[src/rtl/multiplier_pkg.sv]
`default_nettype none
// ============================================================================
// Module   : multiplier_pkg
// Purpose  : Shared types and constants for the sequential shift-add
//            multiplier: FSM state encoding, default operand width and the
//            iteration-counter width helper.
// Ports    : none (package)
// Revision : 1.0  initial release
// ============================================================================
package multiplier_pkg;

    localparam int DEFAULT_DATA_WIDTH = 32;

    typedef enum logic {
        IDLE = 1'b0,
        BUSY = 1'b1
    } state_t;

    // The counter must be able to hold the value DATA_WIDTH itself.
    function automatic int cnt_width(input int data_width);
        return $clog2(data_width + 1);
    endfunction

endpackage : multiplier_pkg
`default_nettype wire

[src/rtl/multiplier_if.sv]
`default_nettype none
// ============================================================================
// Module   : multiplier_if
// Purpose  : Request/response bundle between a requester and the multiplier.
// Signals  : operand1  multiplicand (unsigned)
//            operand2  multiplier   (unsigned)
//            start     request, level-sampled on each rising edge
//            result    2*DATA_WIDTH product, held until next completion
//            valid     one-cycle completion pulse
// Modports : master (requester), slave (multiplier)
// Revision : 1.0  initial release
// ============================================================================
interface multiplier_if #(
    parameter int DATA_WIDTH = multiplier_pkg::DEFAULT_DATA_WIDTH
);
    logic [DATA_WIDTH-1:0]   operand1;
    logic [DATA_WIDTH-1:0]   operand2;
    logic                    start;
    logic [2*DATA_WIDTH-1:0] result;
    logic                    valid;

    modport master (
        output operand1,
        output operand2,
        output start,
        input  result,
        input  valid
    );

    modport slave (
        input  operand1,
        input  operand2,
        input  start,
        output result,
        output valid
    );
endinterface : multiplier_if
`default_nettype wire

[src/rtl/mult_datapath.sv]
`default_nettype none
// ============================================================================
// Module   : mult_datapath
// Purpose  : Radix-2 shift-add datapath. Holds the multiplicand, the upper
//            accumulator half and the multiplier (which doubles as the lower
//            product half). One conditional add plus a right shift per step.
// Ports    : clk, rst      clock, async active-high reset
//            load_i        capture operands and clear accumulator
//            step_i        perform one add/shift iteration
//            mcand_i       multiplicand
//            mplier_i      multiplier
//            product_o     product as it will stand after the current step
// Revision : 1.0  initial release
// ============================================================================
module mult_datapath #(
    parameter int DATA_WIDTH = 32
) (
    input  wire logic                    clk,
    input  wire logic                    rst,
    input  wire logic                    load_i,
    input  wire logic                    step_i,
    input  wire logic [DATA_WIDTH-1:0]   mcand_i,
    input  wire logic [DATA_WIDTH-1:0]   mplier_i,
    output logic      [2*DATA_WIDTH-1:0] product_o
);
    logic [DATA_WIDTH-1:0] mcand_q,  mcand_d;
    logic [DATA_WIDTH-1:0] acc_q,    acc_d;
    logic [DATA_WIDTH-1:0] mplier_q, mplier_d;
    logic [DATA_WIDTH:0]   sum;

    // One extra bit keeps the adder carry, which shifts into the acc MSB.
    assign sum = {1'b0, acc_q} + {1'b0, (mplier_q[0] ? mcand_q : '0)};

    // Exposing the post-step value lets the top capture the final product on
    // the same edge as the last iteration.
    assign product_o = {sum, mplier_q[DATA_WIDTH-1:1]};

    always_comb begin
        mcand_d  = mcand_q;
        acc_d    = acc_q;
        mplier_d = mplier_q;
        if (load_i) begin
            mcand_d  = mcand_i;
            acc_d    = '0;
            mplier_d = mplier_i;
        end else if (step_i) begin
            acc_d    = sum[DATA_WIDTH:1];
            mplier_d = {sum[0], mplier_q[DATA_WIDTH-1:1]};
        end
    end

    always_ff @(posedge clk or posedge rst) begin
        if (rst) begin
            mcand_q  <= '0;
            acc_q    <= '0;
            mplier_q <= '0;
        end else begin
            mcand_q  <= mcand_d;
            acc_q    <= acc_d;
            mplier_q <= mplier_d;
        end
    end
endmodule : mult_datapath
`default_nettype wire

[src/rtl/multiplier.sv]
`default_nettype none
// ============================================================================
// Module   : multiplier
// Purpose  : Sequential unsigned multiplier for the MULT/MULTU path. Accepts
//            a request in IDLE, iterates DATA_WIDTH cycles, then registers
//            the product and pulses valid for one cycle.
// Ports    : clk   rising-edge clock
//            rst   async active-high reset, aborts any operation
//            bus   multiplier_if.slave (operands, start, result, valid)
// Revision : 1.0  initial release
// ============================================================================
module multiplier
    import multiplier_pkg::*;
#(
    parameter int DATA_WIDTH = DEFAULT_DATA_WIDTH
) (
    input  wire logic   clk,
    input  wire logic   rst,
    multiplier_if.slave bus
);
    localparam int CNT_W = cnt_width(DATA_WIDTH);
    localparam logic [CNT_W-1:0] LAST_STEP = CNT_W'(DATA_WIDTH - 1);

    state_t                  state_q,   state_d;
    logic [CNT_W-1:0]        counter_q, counter_d;
    logic [2*DATA_WIDTH-1:0] result_q,  result_d;
    logic                    valid_q,   valid_d;
    logic                    load;
    logic                    step;
    logic [2*DATA_WIDTH-1:0] product_next;

    mult_datapath #(
        .DATA_WIDTH (DATA_WIDTH)
    ) u_datapath (
        .clk       (clk),
        .rst       (rst),
        .load_i    (load),
        .step_i    (step),
        .mcand_i   (bus.operand1),
        .mplier_i  (bus.operand2),
        .product_o (product_next)
    );

    always_comb begin
        state_d   = state_q;
        counter_d = counter_q;
        result_d  = result_q;
        valid_d   = 1'b0;
        load      = 1'b0;
        step      = 1'b0;
        case (state_q)
            IDLE: begin
                if (bus.start) begin
                    load      = 1'b1;
                    counter_d = '0;
                    state_d   = BUSY;
                end
            end
            BUSY: begin
                step      = 1'b1;
                counter_d = counter_q + 1'b1;
                // Final iteration: counter reaches DATA_WIDTH on this edge.
                if (counter_q == LAST_STEP) begin
                    result_d = product_next;
                    valid_d  = 1'b1;
                    state_d  = IDLE;
                end
            end
            default: state_d = IDLE;
        endcase
    end

    always_ff @(posedge clk or posedge rst) begin
        if (rst) begin
            state_q   <= IDLE;
            counter_q <= '0;
            result_q  <= '0;
            valid_q   <= 1'b0;
        end else begin
            state_q   <= state_d;
            counter_q <= counter_d;
            result_q  <= result_d;
            valid_q   <= valid_d;
        end
    end

    assign bus.result = result_q;
    assign bus.valid  = valid_q;
endmodule : multiplier
`default_nettype wire

[src/flat_wrapper.sv]
// flat-port wrapper written by rule: the top's interface ports become plain ports
module multiplier_flat import multiplier_pkg::*;
#(
    parameter int DATA_WIDTH = DEFAULT_DATA_WIDTH
)
  (clk, rst, bus_operand1, bus_operand2, bus_start, bus_result, bus_valid);
  multiplier_if #(.DATA_WIDTH(DATA_WIDTH)) bus_i ();
  input  wire logic clk;
  input  wire logic rst;
  input wire logic [$bits(bus_i.operand1)-1:0] bus_operand1;
  input wire logic [$bits(bus_i.operand2)-1:0] bus_operand2;
  input wire logic [$bits(bus_i.start)-1:0] bus_start;
  output wire logic [$bits(bus_i.result)-1:0] bus_result;
  output wire logic [$bits(bus_i.valid)-1:0] bus_valid;
  assign bus_i.operand1 = bus_operand1;
  assign bus_i.operand2 = bus_operand2;
  assign bus_i.start = bus_start;
  assign bus_result = bus_i.result;
  assign bus_valid = bus_i.valid;
  multiplier #(.DATA_WIDTH(DATA_WIDTH)) u_core (.clk(clk), .rst(rst), .bus(bus_i));
endmodule
[config.mk]
export PLATFORM = sky130hd
export DESIGN_NAME = multiplier_flat
export DESIGN_NICKNAME = d
export VERILOG_FILES = /design/src/rtl/multiplier_pkg.sv /design/src/rtl/multiplier_if.sv /design/src/rtl/mult_datapath.sv /design/src/rtl/multiplier.sv /design/src/flat_wrapper.sv
export SDC_FILE = /design/constraint.sdc
export NUM_CORES = 1
export LEC_CHECK = 0
export CAP_MARGIN = 20
export CORE_MARGIN = 2
export CORE_UTILIZATION = 25
export DETAILED_ROUTE_END_ITERATION = 8
export SLEW_MARGIN = 15
export SYNTH_ARGS = -nofsm -noshare
export SYNTH_HDL_FRONTEND = slang
export SYNTH_SLANG_ARGS = --single-unit
[constraint.sdc]
create_clock -name clk -period 6.6 [get_ports clk]
set_input_delay 1.65 -clock clk [delete_from_list [all_inputs] [get_ports clk]]
set_output_delay 1.65 -clock clk [all_outputs]
set_load 0.02 [all_outputs]
Word-level counts from Yosys, hierarchy flattened
Index checks and enable logic that the tools add are counted.
{"block": "op_classes", "n_reduce_logical": 2, "addsub": 2, "bitwise": 1, "eq_ne": 2, "muxes": 14}
{"operator": "$mux 32", "count": 5}
{"operator": "$add 32x32->33", "count": 1}
{"operator": "$pmux 6 s2", "count": 1}
{"operator": "$add 6x1->6 const B", "count": 1}
{"operator": "$eq 6x5->1 const B", "count": 1}
{"operator": "$mux 1", "count": 6}
{"operator": "$mux 6", "count": 1}
{"operator": "$ne 2x2->1 const B", "count": 1}
{"operator": "$pmux 1 s2", "count": 1}
{"operator": "$reduce_and 2->1", "count": 1}
{"operator": "$reduce_bool 2->1", "count": 1}
{"operator": "$not 1->1", "count": 1}
{"block": "totals", "register_bits": 168, "out_inout_bits": 65}

Longest topological paths before layout
Gate-level depths: netlist of the first run.
{"block": "logic_depth", "ltp_word": 4, "mapped_depth": 12}

Hierarchy
Synthesis of the first run repeated with hierarchy kept, for this count alone.
{"block": "unflattened", "cells_unflattened": 850, "hier_area_um2": 9216.3}
{"module": "mult_datapath", "n_inst": 1, "seq_area_each_um2": 2402.3, "cells_per_inst": 680, "area_each_um2": 6448.7}
{"module": "multiplier", "n_inst": 1, "seq_area_each_um2": 1801.7, "cells_per_inst": 170, "area_each_um2": 2767.7}

Worst setup path before layout of the first run
No wires, ideal clock.
{"block": "synth_timing", "path_kind": "flip-flop to flip-flop", "from": "register u_core.u_datapath.mplier_q[0]", "to": "register u_core.u_datapath.acc_q[27]", "arrival_time_ns": 2.789, "stages_incl_launch_ff": 13, "path_buffers": 1, "setup_slack_ns": 3.691, "period_less_slack_ns": 2.909, "cell_sequence": "dfrtp_1 > clkbuf_1 > and2_1 > ha_1 > fa_1 > a211oi_1 > o21ai_1 > nand3_1 > a21oi_2 > o21bai_2 > a211oi_1 > or3_1 > a31o_1"}
{"block": "synth_between", "elab_chain_cells": 4}
{"element": "start: declaration", "line_no": "mult_datapath.sv:28", "text": "logic [DATA_WIDTH-1:0] mplier_q, mplier_d;"}
{"element": "start signal: assignment", "line_no": "mult_datapath.sv:60", "text": "mplier_q <= mplier_d;"}
{"element": "$mux 32", "line_no": "mult_datapath.sv:32", "text": "assign sum = {1'b0, acc_q} + {1'b0, (mplier_q[0] ? mcand_q : '0)};"}
{"element": "$add 32x32->33", "line_no": "mult_datapath.sv:32"}
{"element": "$mux 32", "line_no": "mult_datapath.sv:46", "text": "end else if (step_i) begin"}
{"element": "$mux 32", "line_no": "mult_datapath.sv:42", "text": "if (load_i) begin"}
{"element": "end signal: assignment", "line_no": "mult_datapath.sv:55", "text": "acc_q <= '0;"}
{"element": "end signal: assignment", "line_no": "mult_datapath.sv:59", "text": "acc_q <= acc_d;"}
{"element": "end: declaration", "line_no": "mult_datapath.sv:27", "text": "logic [DATA_WIDTH-1:0] acc_q, acc_d;"}
Every way passes these cells. The select of a mux whose other input is x is not followed.
A chain may end at the register's enable or synchronous reset.

Worst setup path in the final report of the first run
Ends and elaborated chain as after synthesis.

==> impl.org, run 1 <==
** Status
- Result of the run :: completed

** Power
- Part of the total power dissipated in sequential elements :: between 30% and 40%
- Part of the power in the clock network :: 19.2%
- Worst IR drop on VDD :: 0.1930 mV
- The share of total power dissipated in combinational logic is between 40% and 50%.
- P_leak :: 5.376 nW
- The internal power of the cells totals 3.199 mW.
- In this run switching power makes up 39.73% of total power.
- Areal power density over the cells :: 484.2 nW/um^2
- The analysis attributes to net switching a power of 2.108 mW.

** Routing
- After detailed routing, the number of vias per cell comes to roughly 4.5.
- For this block, the via count after detailed routing is about 7k.
- ANT nets after route :: 0
- The first detailed-routing pass took 5 iterations.
- DRC viols :: 0
- Summed over all layers, the routed wires come to 23.24 mm.
- After detailed routing, the average wire length per cell comes to between 15 and 20 um.
- DR iter-0 viols :: between 400 and 500

** Synth
- Post-synthesis simple-gate area fraction :: 22.40%
- By area, the combinational part of the netlist is dominated by simple AND/OR/NAND/NOR gates.
- Post-synthesis xor/xnor area fraction :: 2.230%
- Portion of the post-synthesis area used by sequential elements :: 48.66%
- Yosys mapped the design onto 58 distinct sky130hd cell types.
- Average cell area after synthesis :: roughly 9.0 um^2
- The cell count after synthesis came out at 961.
- Async set-reset flop share out of synthesis :: between 90% and 100%
- Area of the mapped netlist :: 8640 um^2
- Yosys mapped a number of flops with a built-in enable equal to 0.
- The synthesized netlist devotes 13.77% of its cell area to compound gates.
- In the synthesized netlist, mux cells make up roughly 5% of the area.
- Yosys printed 0 warnings.
- Synth Net Count :: 1,062
- Synthesis inferred 168 register bits.
- Most used flip-flop cell after synthesis :: sky130_fd_sc_hd__dfrtp_1
- Adder-cell share of the synthesized area :: 5.011%

** Clocking
- Root Driver :: sky130_fd_sc_hd__clkbuf_16
- The clock reaches the later pin of the worst-skew pair after between 0.4 and 0.5 ns.
- Clock-pin slew was measured on the worst setup and hold paths at 0.07 ns.
- For this design, the CTS-stage hold fixing added 0 buffers.
- CTS HTree Levels :: 4
- Number of buffers created by CTS :: 17
- Buffers added to address setup during post-CTS repair amount to 0.
- Num Clock Sinks :: 168
- TritonCTS built the clock tree.
- Counting along the longest clock path gives a buffer depth of 2.
- Resized Gates After CTS :: 0

** Cells and area
- Leading cell type in the layout, fill and taps excluded :: sky130_fd_sc_hd__nand2_1
- Fin nets :: 1,166
- The number of antenna diodes in the final layout is 0.
- Final design area excluding fillers :: 10,960 um^2
- In the final layout, flip-flops and latches occupy 4208 um^2.
- In the layout the commonest cells are 323 x sky130_fd_sc_hd__nand2_1, 167 x sky130_fd_sc_hd__dfrtp_1, 130 x sky130_fd_sc_hd__clkdlybuf4s50_1.
- Combined area of the multi-input logic cells :: between 4000 and 5000 um^2
- The finished layout holds between 1.5k and 2k standard cells, fillers aside.
- The post-route netlist has roughly 5.9% of its cells at a drive strength greater than 1.
- Layout filler cell count :: 3,542
- The area growth from synthesis to layout is 26.86%.

** STA
- The number of max-slew violations in the final report was 0.
- Final Critical Period :: 3.563 ns
- Dividing the final minimum period by the clock period gives 53.99%.
- The final hold violation count is 0.
- Clock tree skew after final layout :: 0.007552 ns
- Relative slew slack :: 31.59%
- Setup repair after global routing missed its margin :: false
- For the pin with the worst max-slew slack, the measured transition is 1.026 ns.
- Max Freq :: 280.6 MHz
- Endpoints failing setup :: 0
- Adding up every negative setup slack in the final design gives 0 ns.

** Global routing
- In the global route stage, overall resource usage came out at a little over an eighth.
- The first global-routing pass estimated 38.23 mm of wire.
- Vias in the first global route :: 7,107
- For this run the aggregate overflow at the end of global routing stands at 0.
- The initial antenna violation count is 0.
- Entering global routing, the biggest net connects 103 pins.

** Floorplanning
- Die extent in y :: around 190 um
- Measured along the x axis, the die boundary spans approximately 190 um.
- The die covers 36,060 um^2.
- 132 I/O pins were placed.
- In this run the core area contains between 60 and 70 standard-cell rows.
- Standard cell core area :: between 30,000 and 40,000 um^2
- For this configuration, the core starts out at a cell density of 25.20%.

** Worst setup path
- At the worst endpoint, the required time is about 6.9 ns.
- Data arrives at the worst endpoint at between 3 and 4 ns.
- Walking the worst path, the cells encountered are and2_1 > ha_1 > fa_1 > a211oi_1 > o21ai_1 > nand3_1 > a21oi_2 > o21bai_2 > a211oi_1 > or3_1 > a31o_1.
- Among all stages on the critical path, the largest delay is contributed by sky130_fd_sc_hd__dfrtp_1.
- STA classifies the critical path endpoint as a register.
- On the worst path, the slowest cell contributes a delay of around 0.72 ns.
- CP startpoint kind :: register
- Along the worst path, the maximum fanout reaches 33.
- Startpoint-to-endpoint class of the critical path :: reg2reg
- The most numerous cell type found on the critical path is sky130_fd_sc_hd__a211oi_1.

** Run
- Reported max-cap violation count :: 0

** Place
- Detail Placement HPWL :: 16.01 mm
- Once placement finished, the instance area stood at 10,380 um^2.
- Buffers placed on the I/O ports in this run total 131.
- The congestion estimate from routability-driven global placement came to 0.8274.
- Counting tap cells, the placed design contains a total of 1,501 instances.

** Hold path
- The tightest min-delay check is of the reg2reg type.
metal layers:
metal / GRT usage [%] / up-vias / wire length, um
li1: - / 3446 / -
met1: 17.75 / 3259 / 11130
met2: 21.93 / 148 / 10730
met3: 2.785 / 23 / 1036
met4: 3.578 / 0 / 342
met5: 0 / - / 0
flip-flops by register name, indices dropped and copies added, names as in the netlist:
name and flops:
u_core.state_q 1, u_core.u_datapath.mcand_q 32, u_core.u_datapath.mplier_q 32, u_core.u_datapath.acc_q 32
u_core.bus.valid 1, u_core.bus.result 64, u_core.counter_q 6
synthesized netlist by cell type (5+ instances only):
cell type	instances	share of area [%]
sky130_fd_sc_hd__ha_1	33	4.8
sky130_fd_sc_hd__buf_1	7	0.30
sky130_fd_sc_hd__a31oi_1	6	0.43
sky130_fd_sc_hd__inv_1	12	0.52
sky130_fd_sc_hd__xnor2_1	12	1.2
sky130_fd_sc_hd__a21o_1	35	3.0
sky130_fd_sc_hd__nand4_1	9	0.65
sky130_fd_sc_hd__clkbuf_1	44	1.9
sky130_fd_sc_hd__nor2_1	18	0.78
sky130_fd_sc_hd__o21ai_1	6	0.35
sky130_fd_sc_hd__a211o_1	5	0.51
sky130_fd_sc_hd__nand3_1	13	0.75
sky130_fd_sc_hd__mux2_2	10	1.3
sky130_fd_sc_hd__and2_1	35	2.5
sky130_fd_sc_hd__and3_1	25	1.8
sky130_fd_sc_hd__nand2_1	323	14
sky130_fd_sc_hd__dfrtp_1	168	49
sky130_fd_sc_hd__o21ai_0	64	3.7
sky130_fd_sc_hd__mux2i_1	32	3.7
sky130_fd_sc_hd__a21oi_1	32	1.9
sky130_fd_sc_hd__xor2_1	10	1.0
cell type report:
| cell class | count | area share [%] |
|---|---|---|
| clock buffer | 23 | 4.178 |
| clock inverter | 8 | 1.119 |
| inverter | 12 | 0.4566 |
| multi-input combinational | 727 | 38.20 |
| sequential | 168 | 38.39 |
| tap | 455 | 5.194 |
| timing repair buffer | 139 | 12.47 |
critical path, delay by kind of cell (launching register included):
family	cells	cell delay, ns
DFF	1	0.72
AOI/OAI and AO/OA	6	1.26
and+or+nand+nor	3	0.84
adders and majority gates	2	0.63
stage by stage:
step / utilization [%] / setup WS (ns) / hold WS, ns / power (mW)
final: 31.97 / 3.037 / 0.4686 / 5.307
after global routing: 31.97 / 2.649 / 0.4952 / 5.753
after CTS: 31.97 / 3.007 / 0.4722 / 5.368
after detailed placement: 30.27 / 3.052 / 0.4577 / 4.322
after global placement: 30.27 / 3.076 / 0.4579 / 4.272
after floorplan: - / 0.4033 / 0.4380 / 3.495
kinds of logic (layout without fill, tap and decap cells):
group | Yosys count | count (layout)
AO/OA/AOI/OAI | 185 | 185
XOR/XNOR | 22 | 22
adder cells (fa/ha/maj) | 34 | 34
buffers and inverters | 66 | 182
flip-flops | 168 | 168
multiplexers | 42 | 42
AND/OR/NAND/NOR | 444 | 444
worst paths after layout:
check | startpoint | to | slack, ns | depth (start not counted)
setup / recovery | u_core.u_datapath.mplier_q[0]$_DFFE_PP0P_ | u_core.u_datapath.acc_q[27]$_DFFE_PP0P_ | 3.04 | 11
hold / removal | u_core.bus.result[46]$_DFFE_PP0P_ | u_core.bus.result[46]$_DFFE_PP0P_ | 0.47 | 2
setup reg to reg | u_core.u_datapath.mplier_q[0]$_DFFE_PP0P_ | u_core.u_datapath.acc_q[27]$_DFFE_PP0P_ | 3.04 | 11
hold reg to reg | u_core.bus.result[46]$_DFFE_PP0P_ | u_core.bus.result[46]$_DFFE_PP0P_ | 0.47 | 2
max in group asynchronous | rst | u_core.u_datapath.mcand_q[5]$_DFFE_PP0P_ | 3.75 | 3
min in group asynchronous | rst | u_core.bus.result[16]$_DFFE_PP0P_ | 1.69 | 2
power by group through the flow:
| stage | clock network, mW | logic, mW | registers, mW |
|---|---|---|---|
| 6_report | 1.02 | 2.46 | 1.83 |
| 5_1_grt | 1.09 | 2.76 | 1.90 |
| 4_1_cts | 1.04 | 2.49 | 1.84 |
| 3_5_place_dp | 0 | 2.47 | 1.85 |
| 3_3_place_gp | 0 | 2.43 | 1.84 |
| 2_1_floorplan | 0 | 1.60 | 1.90 |
(Power assumes the default switching activity.)
==> inputs of run 2 (changes only) <==
==> constraint.sdc (replaced) <==
create_clock -name clk -period 3.64 [get_ports clk]
set_input_delay 0.91 -clock clk [delete_from_list [all_inputs] [get_ports clk]]
set_output_delay 0.91 -clock clk [all_outputs]
set_load 0.02 [all_outputs]
==> run 2 against run 1 <==
Setup slack worse by 2.5 ns. Sequential share of layout area down 0.35 points. Utilization up 0.27 points. Combinational power up 85%. Final area up 0.86%. First-iteration DRC count down 30%.
==> impl.org, run 2 (synthesized netlist as in run 1, its figures left out) <==
** Floorplanning
- The effective utilization at floorplan was 25.20% (unchanged).
- Number of ports placed on the die boundary :: 132 (unchanged)
- Rows :: 68 (unchanged)
- The height of the die was 189.9 um (unchanged).
- Standard cell core area :: 34,290 um^2 (unchanged)
- Full die area :: 36,060 um^2 (unchanged)
- The die extent in x is 189.9 um (unchanged).

** Routing
- Routed signal wires occupy layers up through met4.
- DRC viols :: 0 (unchanged)
- Via count :: 6,959 (+1.2%)
- Met1 Wirelength :: 10.83 mm (-2.7%)
- Length of routed met3 wiring :: 1.024 mm (-1.2%)
- DRT Wirelength :: 23.32 mm (+0.34%)
- Via count normalized by instance count :: 4.531 (+0.94%)
- The met2 layer wire length in the routed design came to 11.28 mm (+5.2%).
- ANT nets after route :: 0 (unchanged)
- DR iter-0 viols :: 313 (-30%)
- The first-pass iteration count of the detailed router came to 4 (-1).
- The routed wire length per instance was 15.18 um (about the same).

** Power
- P_leak :: 5.428 nW (+0.96%)
- Areal power density over the cells :: 874.7 nW/um^2 (+81%)
- The total power draw is 9.669 mW (+82%).
- The peak supply drop was 0.3233 mV (+68%).

** STA
- The largest clock skew in the final design came to 0.01380 ns (+0.006248 ns).
- Relative slew slack :: 33.91% (+2.3 points)
- Post-route fraction of the period consumed by the critical path :: 86.56% (+33 points)
- The number of setup violations in the final report is 0 (unchanged).
- Max Freq :: 317.4 MHz (+13%)
- The actual slew at the worst max-slew pin came to 0.9914 ns (-0.03486 ns).
- Setup TNS :: 0 ns (unchanged)
- Number of pins with negative max-slew slack in the final report :: 0 (unchanged)
- The final hold violation count is 0 (unchanged).
- Final Critical Period :: 3.151 ns (-0.4125 ns)
- The post-layout worst setup margin was 0.4892 ns (-2.547 ns).
- Setup repair after global routing missed its margin :: false

** Cells and area
- In the layout the commonest cells are 323 x sky130_fd_sc_hd__nand2_1, 167 x sky130_fd_sc_hd__dfrtp_1, 130 x sky130_fd_sc_hd__clkdlybuf4s50_1.
- Layout filler cell count :: 3,590 (+1.4%)
- Fin nets :: 1,170 (+0.34%)
- Number of flip-flops under the largest register name :: 64 (unchanged)
- Leading cell type in the layout, fill and taps excluded :: sky130_fd_sc_hd__nand2_1
- Antenna cell count :: 0 (unchanged)
- FF+latch area :: 4205 um^2 (about the same)
- From synthesis to final layout, the design area changed by 27.95%.
- Layout cells sized above 1 :: 6.753% (+0.81 points)
- Final core area utilization :: 32.24% (+0.27 points)
- The area used by multi-input combinational logic was 4187 um^2 (unchanged).

** Worst setup path
- Capture point of the critical path :: u_core.bus.result[55]$_DFFE_PP0P_
- The worst endpoint data arrival time was 3.47 ns (-0.41 ns).
- The maximum fanout encountered on the critical timing path came to 10 (-70%).
- Startpoint-to-endpoint class of the critical path :: reg2reg
- In this run the worst setup path begins at u_core.u_datapath.mplier_q[0]$_DFFE_PP0P_.
- The startpoint identified for the worst register-to-register timing path is u_core.u_datapath.mplier_q[0]$_DFFE_PP0P_.
- The worst setup slack for register-to-register paths is 0.49 ns (-2.55 ns).
- STA classifies the critical path startpoint as a register.
- Family of cells with the greatest summed delay on the critical path :: compound AO/OA/AOI/OAI gates
- In this run the critical register-to-register path is captured at u_core.bus.result[55]$_DFFE_PP0P_.
- Worst path buffer plus inverter count :: 0 (unchanged)
- Slowest cell on crit path :: sky130_fd_sc_hd__dfrtp_1
- The longest individual stage delay on the worst path is 0.45 ns (-0.27 ns).
- The worst reg2reg path depth came to 11 (unchanged).
- Sort of element at the end of the critical path :: register
- The critical path depth in cells came to 11 (unchanged).
- The required time at the endpoint of the critical path came to 3.96 ns (-2.95 ns).
- Cell Chain, Critical Path :: and2_1 > ha_1 > fa_1 > a211oi_1 > o21ai_1 > nand3_1 > a21oi_2 > o21bai_2 > a21oi_1 > or3_1 > a31o_2

** Clocking
- The post-CTS resize count was 0 (unchanged).
- Longest Clk Path Bufs :: 2 (unchanged)
- CTS tree :: built
- The sink count of the clock tree came to 168 (unchanged).
- The clock transition at the register clock pins on the worst setup and hold paths after CTS is 0.07 ns (about the same).
- Number of hold-repair buffers added at the cts stage :: 0 (unchanged)
- The number of CTS-inserted buffers came to 17 (unchanged).
- The insertion delay of the later-clocked pin in the worst-skew pair is 0.44 ns (+0.02 ns).
- Total setup buffers inserted after CTS :: 0 (unchanged)
- The root buffer cell chosen for the clock tree is sky130_fd_sc_hd__clkbuf_16.
- The H-tree level count was 4 (unchanged).

** Hold path
- The path class of the tightest hold or removal check is reg2reg.

** Place
- Minimum setup slack after placement :: 0.5587 ns (-2.493 ns)
- The routability congestion estimate from global placement came to 0.8113 (-1.9%).
- The count of buffers inserted at the top-level ports came to 131 (unchanged).
- The half-perimeter wire length after placement was 16.00 mm (about the same).

** Global routing
- The final global-route overflow total is 0 (unchanged).
- Wire length of the first global-routing pass :: 38.25 mm (about the same)
- The global-route usage over all layers came to 13.43% (+0.12 points).
- The largest net degree at the start of global routing was 102 (-0.97%).
- The via count of the first global-routing pass was 7,211 (+1.5%).
- The initial antenna violation count came to 0 (unchanged).

** Run
- Reported max-cap violation count :: 0 (unchanged)

** Status
- Result of the run :: completed
==> run 2: cell count changes in the layout (fill, tap and decap cells not counted), moves of 2 or more <==
cell and delta:
sky130_fd_sc_hd__buf_12 +4, sky130_fd_sc_hd__inv_6 +5, sky130_fd_sc_hd__clkinv_2 -2, sky130_fd_sc_hd__clkinvlp_4 -2, sky130_fd_sc_hd__clkinv_4 +4, sky130_fd_sc_hd__clkbuf_1 -5
==> run 2: cell type report <==
cell class	count	share of cell area, %
sequential	168	38.04
multi-input combinational	727	37.87
timing repair buffer	143	13.08
tap	455	5.150
clock buffer	18	3.973
clock inverter	13	1.437
inverter	12	0.4414
==> run 2: worst reg2reg max path, cell delays in order, from the launching register on <==
cell and delay [ns]:
sky130_fd_sc_hd__dfrtp_1 0.45, sky130_fd_sc_hd__and2_1 0.17, sky130_fd_sc_hd__ha_1 0.20, sky130_fd_sc_hd__fa_1 0.42, sky130_fd_sc_hd__a211oi_1 0.36, sky130_fd_sc_hd__o21ai_1 0.19
sky130_fd_sc_hd__nand3_1 0.14, sky130_fd_sc_hd__a21oi_2 0.09, sky130_fd_sc_hd__o21bai_2 0.26, sky130_fd_sc_hd__a21oi_1 0.14, sky130_fd_sc_hd__or3_1 0.36, sky130_fd_sc_hd__a31o_2 0.25
==> run 2: worst min-delay path by stage <==
stage	start	end	slack [ns]	depth (start not counted)
after global placement	u_core.bus.result[20]$_DFFE_PP0P_	u_core.bus.result[20]$_DFFE_PP0P_	0.46	2
final	u_core.bus.result[21]$_DFFE_PP0P_	u_core.bus.result[21]$_DFFE_PP0P_	0.47	2
after global routing	u_core.bus.result[19]$_DFFE_PP0P_	u_core.bus.result[19]$_DFFE_PP0P_	0.49	2
after floorplan	u_core.u_datapath.mcand_q[0]$_DFFE_PP0P_	u_core.u_datapath.mcand_q[0]$_DFFE_PP0P_	0.44	2
after CTS	u_core.u_datapath.mcand_q[0]$_DFFE_PP0P_	u_core.u_datapath.mcand_q[0]$_DFFE_PP0P_	0.48	2
after detailed placement	u_core.u_datapath.mcand_q[6]$_DFFE_PP0P_	u_core.u_datapath.mcand_q[6]$_DFFE_PP0P_	0.46	2
==> run 2: stage by stage <==
step                      std cells  hold WS [ns]  cell area [um^2]
after global routing           1536        0.4916             11050
after detailed placement       1505        0.4599             10460
final                          1536        0.4734             11050
after global placement         1505        0.4567             10460
after CTS                      1536        0.4775             11050
after floorplan                 961        0.4380              8643
==> run 2: per-layer routing <==
layer	GRT usage (%)	vias up
li1	-	3460
met1	17.18	3343
met2	23.05	144
met3	2.785	12
met4	3.518	0
met5	0	-
==> run 2: where the power goes <==
| part | total (mW) | switching, mW | internal, mW |
|---|---|---|---|
| combinational | 4.55 | 2.55 | 2.00 |
| clock | 1.88 | 0.829 | 1.05 |
| sequential | 3.25 | 0.522 | 2.72 |
| total | 9.67 | 3.90 | 5.77 |
==> inputs of run 3 (changes only) <==
--- a/config.mk
+++ b/config.mk
@@ -6,6 +6,7 @@
 export NUM_CORES = 1
 export LEC_CHECK = 0
 export CAP_MARGIN = 20
+export CORE_ASPECT_RATIO = 0.7
 export CORE_MARGIN = 2
 export CORE_UTILIZATION = 25
 export DETAILED_ROUTE_END_ITERATION = 8
==> run 3 against run 2 <==
First-iteration DRC count is 88% higher. Global-route usage is 0.49 points higher. Clock-buffer cell count is 2 higher. Sequential share of layout area is 0.090 points lower. Utilization is 0.57 points higher. Combinational power is 1% higher. Sequential cell count stayed put.
==> impl.org, run 3 (synthesized netlist as in run 1, its figures left out) <==
** Status
- Result of the run :: completed

** Global routing
- Wire length of the first global-routing pass :: 39.19 mm (+2.5%)
- The final global-route overflow total was 0 (unchanged).
- Maximum number of pins on one net before global-route repair :: 126 (+24%)
- Antenna violations before repair :: 1 (+1)
- Vias in the first global route :: 7,008 (-2.8%)
- The global-route usage over all layers was 13.93% (+0.49 points).

** Routing
- Initial DRT Pass Iterations :: 5 (+1)
- Detail-routed net length per standard cell :: 15.56 um (+2.5%)
- Length of routed met3 wiring :: 1.231 mm (+20%)
- DR iter-0 viols :: 590 (+88%)
- The detail-routed via count per cell is 4.523 (-0.16%).
- The post-detailed-routing wire length was 24.08 mm (+3.3%).
- The met2 layer wire length in the routed design came to 9.891 mm (-12%).
- The total routed wire length on the met1 layer was 12.62 mm (+17%).
- ANT nets after route :: 0 (unchanged)
- Top layer in use :: met4
- The remaining design rule violation count came to 0 (unchanged).
- The total via count in the routed design was 7,002 (+0.62%).

** Worst setup path
- The endpoint identified for the worst register-to-register timing path is u_core.bus.result[59]$_DFFE_PP0P_.
- Origin of the critical flop-to-flop path :: u_core.u_datapath.mcand_q[0]$_DFFE_PP0P_
- Number of cell instances on the worst register-to-register path :: 11 (unchanged)
- Maximum net fanout on the critical path :: 7 (-3)
- The worst setup slack for register-to-register paths is 0.53 ns (+0.04 ns).
- The worst setup path is of the reg2reg kind.
- The worst endpoint data arrival time came to 3.44 ns (-0.03 ns).
- The critical path starts at u_core.u_datapath.mcand_q[0]$_DFFE_PP0P_.
- In this design, the critical path's most frequently occurring cell is sky130_fd_sc_hd__a211oi_1.
- For this design, the slowest cell found on the critical path is sky130_fd_sc_hd__fa_1.
- The required time at the endpoint of the critical path is 3.97 ns (about the same).
- Delay of the slowest critical-path stage :: 0.43 ns (-0.02 ns)
- The worst setup path is launched from a register.
- The most critical setup path has its endpoint at u_core.bus.result[59]$_DFFE_PP0P_.
- Sort of element at the end of the critical path :: register
- The signal on the critical path passes through and2_1 > ha_1 > fa_1 > a211oi_1 > o21ai_1 > nand3_1 > a21oi_2 > o21bai_2 > a211oi_1 > or3_1 > a31o_1.

** Cells and area
- Antenna cell count :: 0 (unchanged)
- Highest-count cells in the layout ignoring fill and taps :: 323 x sky130_fd_sc_hd__nand2_1, 167 x sky130_fd_sc_hd__dfrtp_1, 130 x sky130_fd_sc_hd__clkdlybuf4s50_1
- Final Instance Count excl. Fillers :: 1,548 (+0.78%)
- From synthesis to final layout, the design area changed by 28.25%.
- Fin nets :: 1,173 (+0.26%)
- The share of layout cells above drive strength 1 was 6.919% (+0.17 points).
- Number of flip-flops under the largest register name :: 64 (unchanged)
- Leading cell type in the layout, fill and taps excluded :: sky130_fd_sc_hd__nand2_1
- Final design area excluding fillers :: 11,080 um^2 (+0.24%)

** Clocking
- The sink count of the clock tree was 168 (unchanged).
- Clock slew at reported path FFs :: 0.07 ns (about the same)
- Root Driver :: sky130_fd_sc_hd__clkbuf_16
- The insertion delay of the later-clocked pin in the worst-skew pair was 0.44 ns (about the same).
- Number of buffers created by CTS :: 17 (unchanged)
- Resized Gates After CTS :: 0 (unchanged)
- Total setup buffers inserted after CTS :: 0 (unchanged)
- Longest Clk Path Bufs :: 2 (unchanged)
- The count of hold-fix buffers inserted at cts came to 0 (unchanged).
- The H-tree level count came to 4 (unchanged).
- TritonCTS built the clock tree.

** Place
- Placed inst area :: 10,450 um^2 (about the same)
- The instance count after placement with tap cells included was 1,517 (+0.80%).
- Routability-driven placement congestion ratio :: 0.8649 (+6.6%)
- Minimum setup slack after placement :: 0.5987 ns (+0.04004 ns)
- The half-perimeter wire length after placement is 16.63 mm (+3.9%).
- The count of buffers inserted at the top-level ports is 131 (unchanged).

** Floorplanning
- The area of the die was 36,090 um^2 (about the same).
- Die Span X :: 226.2 um (+19%)
- The effective utilization at floorplan is 25.58% (+0.38 points).
- The cell row count is 56 (-18%).
- The number of placed I/O pins came to 132 (unchanged).
- The height of the die came to 159.5 um (-16%).
- The core box area came to 33,770 um^2 (-1.5%).

** Power
- The cell area power density came to 886.2 nW/um^2 (+1.3%).
- Worst IR drop on VDD :: 0.3019 mV (-6.6%)
- Power after layout :: 9.819 mW (+1.6%)
- The leakage power of the design came to 5.439 nW (+0.20%).

** STA
- The total negative setup slack was 0 ns (unchanged).
- Final Critical Period :: 3.106 ns (-0.04458 ns)
- Number of hold-slack violations in the final timing report :: 0 (unchanged)
- The share of the clock period used by the worst path after layout was 85.33% (-1.2 points).
- The actual slew at the worst max-slew pin was 1.035 ns (+0.04315 ns).
- Number of pins with negative max-slew slack in the final report :: 0 (unchanged)
- Relative slew slack :: 31.03% (-2.9 points)
- The maximum achievable frequency was 321.9 MHz (+1.4%).
- Setup repair after global routing missed its margin :: false
- Clock tree skew after final layout :: 0.009990 ns (-0.003809 ns)
- The post-layout worst setup margin is 0.5338 ns (+0.04457 ns).
- Endpoints failing setup :: 0 (unchanged)

** Run
- The max-cap check violation count is 0 (unchanged).

** Hold path
- Type of the worst min-delay path :: reg2reg
==> run 3: cell types whose count changed in the layout (fill, tap and decap cells not counted) <==
cell,delta
sky130_fd_sc_hd__buf_12,-3
sky130_fd_sc_hd__buf_4,+6
sky130_fd_sc_hd__bufinv_16,+2
sky130_fd_sc_hd__clkbuf_1,+1
sky130_fd_sc_hd__clkbuf_8,+1
sky130_fd_sc_hd__clkinv_2,+2
sky130_fd_sc_hd__clkinv_4,-2
sky130_fd_sc_hd__clkinvlp_4,+2
sky130_fd_sc_hd__inv_6,-5
sky130_fd_sc_hd__inv_8,-1
==> run 3: metal layers <==
metal | global-route usage, % | up-vias
li1 | - | 3473
met1 | 20.60 | 3351
met2 | 19.76 | 158
met3 | 3.691 | 20
met4 | 3.828 | 0
met5 | 0 | -
==> run 3: through the flow <==
| stage | util, % | hold WS [ns] |
|---|---|---|
| floorplan | - | 0.4380 |
| global placement | 30.95 | 0.4556 |
| detailed placement | 30.95 | 0.4545 |
| CTS | 32.81 | 0.4780 |
| global route | 32.81 | 0.4962 |
| finish | 32.81 | 0.4719 |
==> run 3: how the worst min path moves through the flow <==
stage | startpoint | endpoint | slack (ns) | depth (start not counted)
floorplan | u_core.u_datapath.mcand_q[0]$_DFFE_PP0P_ | u_core.u_datapath.mcand_q[0]$_DFFE_PP0P_ | 0.44 | 2
global placement | u_core.u_datapath.mcand_q[31]$_DFFE_PP0P_ | u_core.u_datapath.mcand_q[31]$_DFFE_PP0P_ | 0.46 | 2
detailed placement | u_core.u_datapath.mcand_q[27]$_DFFE_PP0P_ | u_core.u_datapath.mcand_q[27]$_DFFE_PP0P_ | 0.45 | 2
CTS | u_core.bus.result[31]$_DFFE_PP0P_ | u_core.bus.result[31]$_DFFE_PP0P_ | 0.48 | 2
global route | u_core.bus.result[15]$_DFFE_PP0P_ | u_core.bus.result[15]$_DFFE_PP0P_ | 0.50 | 2
finish | u_core.bus.result[7]$_DFFE_PP0P_ | u_core.bus.result[7]$_DFFE_PP0P_ | 0.47 | 2
==> run 3: cell type report <==
cell class              count  area (um^2)
multi-input cells         727         4187
flip-flops and latches    168         4205
repair buffers            146         1431
inverters                  12        48.80
clock buffers              20        456.7
fillers                  3564        22690
well taps                 464        580.6
clock inverters            11        171.4
==> run 3: power breakdown <==
part	internal (mW)	total, mW	switching, mW
registers	2.73	3.24	0.514
clock network	1.18	1.97	0.791
logic	2.00	4.61	2.60
total	5.91	9.82	3.91
==> run 3: critical path: cells and delay by family, from the launching register on <==
kind / cells / cell delay, ns
AOI/OAI and AO/OA: 6 / 1.29
adders and majority gates: 2 / 0.63
DFF: 1 / 0.38
and+or+nand+nor: 3 / 0.68
